**config.mk**
```make
export PLATFORM = sky130hd
export DESIGN_NAME = imm_ext_stage
export DESIGN_NICKNAME = d
export VERILOG_FILES = /design/src/rtl/imm_ext_stage.sv
export SDC_FILE = /design/constraint.sdc
export NUM_CORES = 1
export LEC_CHECK = 0
export ABC_AREA = 1
export CAP_MARGIN = 20
export CORE_MARGIN = 3
export CORE_UTILIZATION = 48
export CTS_CLUSTER_SIZE = 10
export DETAILED_ROUTE_END_ITERATION = 6
export MAX_ROUTING_LAYER = met4
export PLACE_DENSITY = 0.84
export SYNTH_ARGS = -nofsm -noshare
export SYNTH_HDL_FRONTEND = slang
export SYNTH_SLANG_ARGS = --single-unit
```
**constraint.sdc**
```tcl
create_clock -name clk -period 3 [get_ports clk]
set_input_delay 0.3 -clock clk [delete_from_list [all_inputs] [get_ports clk]]
set_output_delay 0.3 -clock clk [all_outputs]
set_load 0.02 [all_outputs]
```
**src/rtl/imm_ext_stage.sv**
```systemverilog
// Immediate extension stage: zero/sign/upper/branch extension, 1-cycle registered valid/ready output.
// Define IMM_EXT_STAGE_SKID_EN to add a one-entry skid buffer with a registered in_ready.
module imm_ext_stage #(
   parameter int IMM_W  = 16,
   parameter int DATA_W = 32
) (
   input  logic              clk,
   input  logic              reset,
   input  logic              in_valid,
   output logic              in_ready,
   input  logic [IMM_W-1:0]  in_imm,
   input  logic [1:0]        in_mode,
   input  logic              flush,
   output logic              out_valid,
   input  logic              out_ready,
   output logic [DATA_W-1:0] out_data
);

   logic [DATA_W-1:0] w_sext;
   logic [DATA_W-1:0] w_ext;
   logic              w_xfer_in;
   logic              r_out_vld;
   logic [DATA_W-1:0] r_out_dat;

   // Extension is computed from the live inputs and captured at acceptance only.
   always_comb begin
      w_sext = DATA_W'($signed(in_imm));
      case (in_mode)
         2'b00:   w_ext = DATA_W'(in_imm);
         2'b01:   w_ext = w_sext;
         2'b10:   w_ext = DATA_W'(in_imm) << (DATA_W - IMM_W);
         default: w_ext = w_sext << 2;
      endcase
   end

   assign out_valid = r_out_vld;
   assign out_data  = r_out_dat;

`ifdef IMM_EXT_STAGE_SKID_EN
   logic              r_in_rdy;
   logic              r_skid_vld;
   logic [DATA_W-1:0] r_skid_dat;
   logic              w_drain;

   assign in_ready  = r_in_rdy;
   assign w_xfer_in = in_valid & r_in_rdy;
   assign w_drain   = ~r_out_vld | out_ready;

   always_ff @(posedge clk or posedge reset) begin
      if (reset) begin
         r_out_vld  <= 1'b0;
         r_out_dat  <= '0;
         r_skid_vld <= 1'b0;
         r_skid_dat <= '0;
         r_in_rdy   <= 1'b0;
      end else if (flush) begin
         r_out_vld  <= 1'b0;
         r_skid_vld <= 1'b0;
         r_in_rdy   <= 1'b1;
      end else if (w_drain) begin
         // in_ready is low while the skid is full, so no new beat competes here.
         if (r_skid_vld) begin
            r_out_vld  <= 1'b1;
            r_out_dat  <= r_skid_dat;
            r_skid_vld <= 1'b0;
         end else begin
            r_out_vld <= w_xfer_in;
            if (w_xfer_in) r_out_dat <= w_ext;
         end
         r_in_rdy <= 1'b1;
      end else if (w_xfer_in) begin
         r_skid_vld <= 1'b1;
         r_skid_dat <= w_ext;
         r_in_rdy   <= 1'b0;
      end
   end
`else
   assign in_ready  = ~reset & (~r_out_vld | out_ready);
   assign w_xfer_in = in_valid & in_ready;

   always_ff @(posedge clk or posedge reset) begin
      if (reset) begin
         r_out_vld <= 1'b0;
         r_out_dat <= '0;
      end else if (flush) begin
         r_out_vld <= 1'b0;
      end else if (w_xfer_in) begin
         r_out_vld <= 1'b1;
         r_out_dat <= w_ext;
      end else if (out_ready) begin
         r_out_vld <= 1'b0;
      end
   end
`endif

endmodule
```
# Word level (Yosys, flattened, before mapping)

Cells that the tools add are included.

Input bits: 23
Word-level logic and storage cells: 17
Output and inout bits: 34
Register bits after elaboration: 33

Multiplexer cells: 4
Reductions and logical operators: 3
Equality and inequality tests: 2
Bitwise logic cells: 6

Operators by type and width:

| cell                                                             | number |
|---|---|
| 32-bit case mux with 3 select lines                              | 1 |
| 1-bit two-way mux                                                | 3 |
| 1-bit NOT                                                        | 3 |
| 3-bit nonzero test                                               | 1 |
| 1-bit bitwise AND                                                | 2 |
| 2-bit by 1-bit == test with 1-bit output (second input constant) | 1 |
| 2-bit == test (second input constant)                            | 1 |
| 2-bit zero test                                                  | 1 |
| 2-bit AND reduction                                              | 1 |
| 1-bit bitwise OR                                                 | 1 |

# Longest topological paths before layout

Word-level depth: 6
Depth in mapped cells: 7
Mapped depth without buffers: 6

# Worst setup path before layout

OpenSTA, ideal clock, no wires.

Path type: input to register
Start: input port reset
End: register r_out_dat[26] (netlist: out_data[26])
Stages: 5
Required time: 2,884 ps
Path slack: 1,562 ps
Buffers on the path: 1
Arrival time: 1,321 ps
Library setup time: 116 ps
Path through: inv_2 > nand4_1 > clkbuf_1 > nand2_1 > nand2_1

Longest elaborated chain between the ends: 4

Ends and longest elaborated chain:

| element                              | RTL line | RTL |
|---|---|---|
| from (decl)                          | 8        | `input logic reset,` |
| 1-bit NOT                            | 78       | `assign in_ready = ~reset & (~r_out_vld \| out_ready);` |
| 1-bit bitwise AND                    | 78       |  |
| 1-bit bitwise AND                    | 79       | `assign w_xfer_in = in_valid & in_ready;` |
| 2-bit AND reduction (no source line) | n/a      |  |
| to (signal assigned)                 | 89       | `r_out_dat <= w_ext;` |
| to (decl)                            | 23       | `logic [DATA_W-1:0] r_out_dat;` |

Every way passes these cells.
A chain may end at the register's enable or synchronous reset.

# Worst setup path in the final report

Start: input port out_ready
End: output port in_ready

Longest elaborated chain between the ends: 2

Ends and longest elaborated chain:

| element           | RTL line | RTL |
|---|---|---|
| from (decl)       | 15       | `input logic out_ready,` |
| 1-bit bitwise OR  | 78       |  |
| 1-bit bitwise AND | 78       |  |
| to (decl)         | 10       | `output logic in_ready,` |

Every way passes these cells.

==> results by group <==
GRT
  • GRT Total Usage: 0.222
  • Global-route wire length before repair: 7.13 mm
  • Initial antenna violation count: 0
  • Vias in the first global route: 1,600
  • Largest net degree at the start of global routing: 34
  • Total gr overflow: 0

Worst hold path
  • Hold crit path type: input port to asynchronous set/reset pin

CTS
  • Postcts setup bufs: 0
  • Worst skew pair latency: 0.33 ns
  • Maximum root-to-sink buffer count: 2
  • Post-cts sizing count: 0
  • # clock sinks: 33
  • TritonCTS clock tree: done
  • CTS buffer count: 5
  • Root buffer cell: clkbuf_4
  • # H-tree levels: 2
  • Clock edge transition at the registers on the reported setup and hold paths: 0.10 ns
  • Hold buffers post-CTS: 0

Drt
  • DRC viols: 0
  • Final antenna-violating net count: 0
  • Via count: 1,639
  • Pre-antenna DRT Iters: 4
  • Vias/cell: 5.11
  • Drt first-iter violations: 88
  • Routed wire length: 4.16 mm
  • Routed wire per std cell: 13.0 um

Layout
  • Multi-input combinational cell area: 678 um^2
  • Share of cells above drive strength 1: 0.0758
  • Flip-flop and latch area: 826 um^2
  • Fillers: 270
  • Nets: 299
  • Layout area overhead: 37.4%
  • Total inserted antenna cells: 0

Setup path
  • Worst EP arrival: 1.56 ns
  • Startpoint types: input port
  • Crit path kind: input port to output pin
  • RR Startpoint: out_valid$_DFFE_PP0P_
  • Critical Path End: in_ready
  • Worst Setup End Kind: output pin
  • CP max FO: 2
  • Worst setup path startpoint: out_ready
  • Worst r2r dst: out_data[11]$_DFFE_PP0P_
  • Worst R2R Path Depth: 6
  • Required time worst endpoint: 2.70 ns
  • Reg-to-reg slack, setup: 1.72 ns

Synth
  • Sequential-to-total area share from yosys stat: 0.497
  • Synth area leaders: dfrtp_1, nand2_1, nand3_1
  • Count of cell types in the netlist: 16
  • Post-synthesis sequential element count: 33
  • Cells after Synth: 223
  • Share of flip-flops with an asynchronous set or reset: 1.00
  • Largest family of logic cells by synthesized area: simple AND/OR/NAND/NOR gates
  • Synth Area in Compound Gates: 0.0580
  • Xor/xnor share of the synthesized area: 0
  • Synthesized area per cell: 7.45 um^2
  • Post-synthesis mux area share: 0
  • Top_reg_cell synth: dfrtp_1
  • Mapped Nets: 246
  • List of most frequent post-synthesis cells: nand2_1, dfrtp_1, nand3_1
  • Synthesized area: 0.00166 mm^2
  • EDFF count, synth: 0
  • Count leader, synth: nand2_1
  • YS warnings: 0
  • Post-synthesis cell type with the largest combined area: dfrtp_1
  • Synth Area in Adders: 0
  • Synth Area in Simple Gates: 0.350
  • Synth top area share: 0.497

Pwr
  • Leak Pwr: 1.20 nW
  • PwrDens: 538 mW/mm^2
  • Maximum VDD drop: 0.000339 V
  • Total chip power: 1.23 mW

Timing
  • Slew margin rel.: 0.556
  • Clock skew: 0.00510 ns
  • PnR worst setup slack: 1.14 ns
  • Fmax: 538 MHz
  • Post-layout min period: 1.86 ns
  • Final hold viol count: 0
  • Setup TNS: 0 ns
  • Setup-failing EPs final: 0
  • Slew @ Worst Pin: 0.664 ns
  • RSZ-0062 raised after global routing: false
  • Max-slew violations: 0
  • Share of the cycle needed by the critical path after routing: 0.619

Floorplan
  • Ports: 57
  • Full die area: 0.00420 mm^2
  • Initial core utilization: 0.523
  • Die width: 64.8 um
  • Die H: 64.8 um
  • Core ar.: 0.00318 mm^2
  • Core Rows: 20

Placed design
  • Gp weighted congestion: 0.826
  • Port Buffer Count: 56
  • Worst slack, placed: 0.989 ns
  • Post-DP HPWL: 2.94 mm

Run status
  • Status: completed

Job
  • Max-Cap Viols: 0
[worst max-delay path, stage by stage]
cell and delay [ns]:
clkdlybuf4s50_1 0.47, inv_2 0.04, a21oi_1 0.13, clkdlybuf4s50_1 0.63
[worst min-delay path by stage]
stage                              from                  endpoint  slack (ns)  cells after the start
3_5_place_dp   out_data[18]$_DFFE_PP0P_  out_data[18]$_DFFE_PP0P_        0.46                      2
5_1_grt                           reset     out_valid$_DFFE_PP0P_        0.16                      2
2_1_floorplan                     reset   out_data[0]$_DFFE_PP0P_        0.25                      1
6_report                          reset     out_valid$_DFFE_PP0P_        0.16                      2
3_3_place_gp   out_data[16]$_DFFE_PP0P_  out_data[16]$_DFFE_PP0P_        0.46                      2
4_1_cts                           reset     out_valid$_DFFE_PP0P_        0.15                      2
[power breakdown]
group	internal, mW	switching [mW]
logic	0.202	0.227
clock network	0.0883	0.154
registers	0.517	0.0407
[flip-flops by register name, summed over array words and instances (netlist names)]
name and cells:
out_data 32, out_valid 1
[cell type report]
type,count,area share
Clock inverter,3,0.00767
Tap cell,44,0.0241
Sequential cell,33,0.362
Multi-Input combinational cell,155,0.297
Timing Repair Buffer,60,0.259
Inverter,21,0.0345
Clock buffer,5,0.0164
[kinds of logic after synthesis]
logic type,count (synthesis)
and+or+nand+nor,139
buffers and inverters,35
DFF,33
AOI/OAI and AO/OA,16
[layout by cell type (no fill, tap or decap)]
cell type / synthesis / layout
clkbuf_4: 0 / 5
nand2_1: 100 / 100
o21ai_1: 1 / 1
nand3_1: 32 / 32
clkdlybuf4s50_1: 0 / 56
inv_1: 16 / 16
clkinvlp_4: 0 / 1
nand4_1: 1 / 1
a21oi_1: 2 / 2
nand2_2: 1 / 1
clkinv_2: 0 / 2
o22ai_1: 13 / 13
nor2_2: 1 / 1
nor2_1: 2 / 2
dfrtp_1: 33 / 33
buf_4: 4 / 4
nand3_2: 2 / 2
inv_2: 5 / 5
[routing by layer]
layer  GRT usage  share of wire
met1       0.276           0.43
met2       0.364           0.50
met3      0.0416          0.058
met5           -              0
met4      0.0739          0.011
[stage by stage]
| step | hold WS (ns) | instances | instance area (um^2) | util |
|---|---|---|---|---|
| floorplan | 0.248 | 223 | 1660 | - |
| CTS | 0.148 | 321 | 2280 | 0.719 |
| global placement | 0.461 | 313 | 2230 | 0.701 |
| detailed placement | 0.465 | 313 | 2230 | 0.701 |
| finish | 0.156 | 321 | 2280 | 0.719 |
| global route | 0.160 | 321 | 2280 | 0.719 |
(Power assumes the default switching activity.)
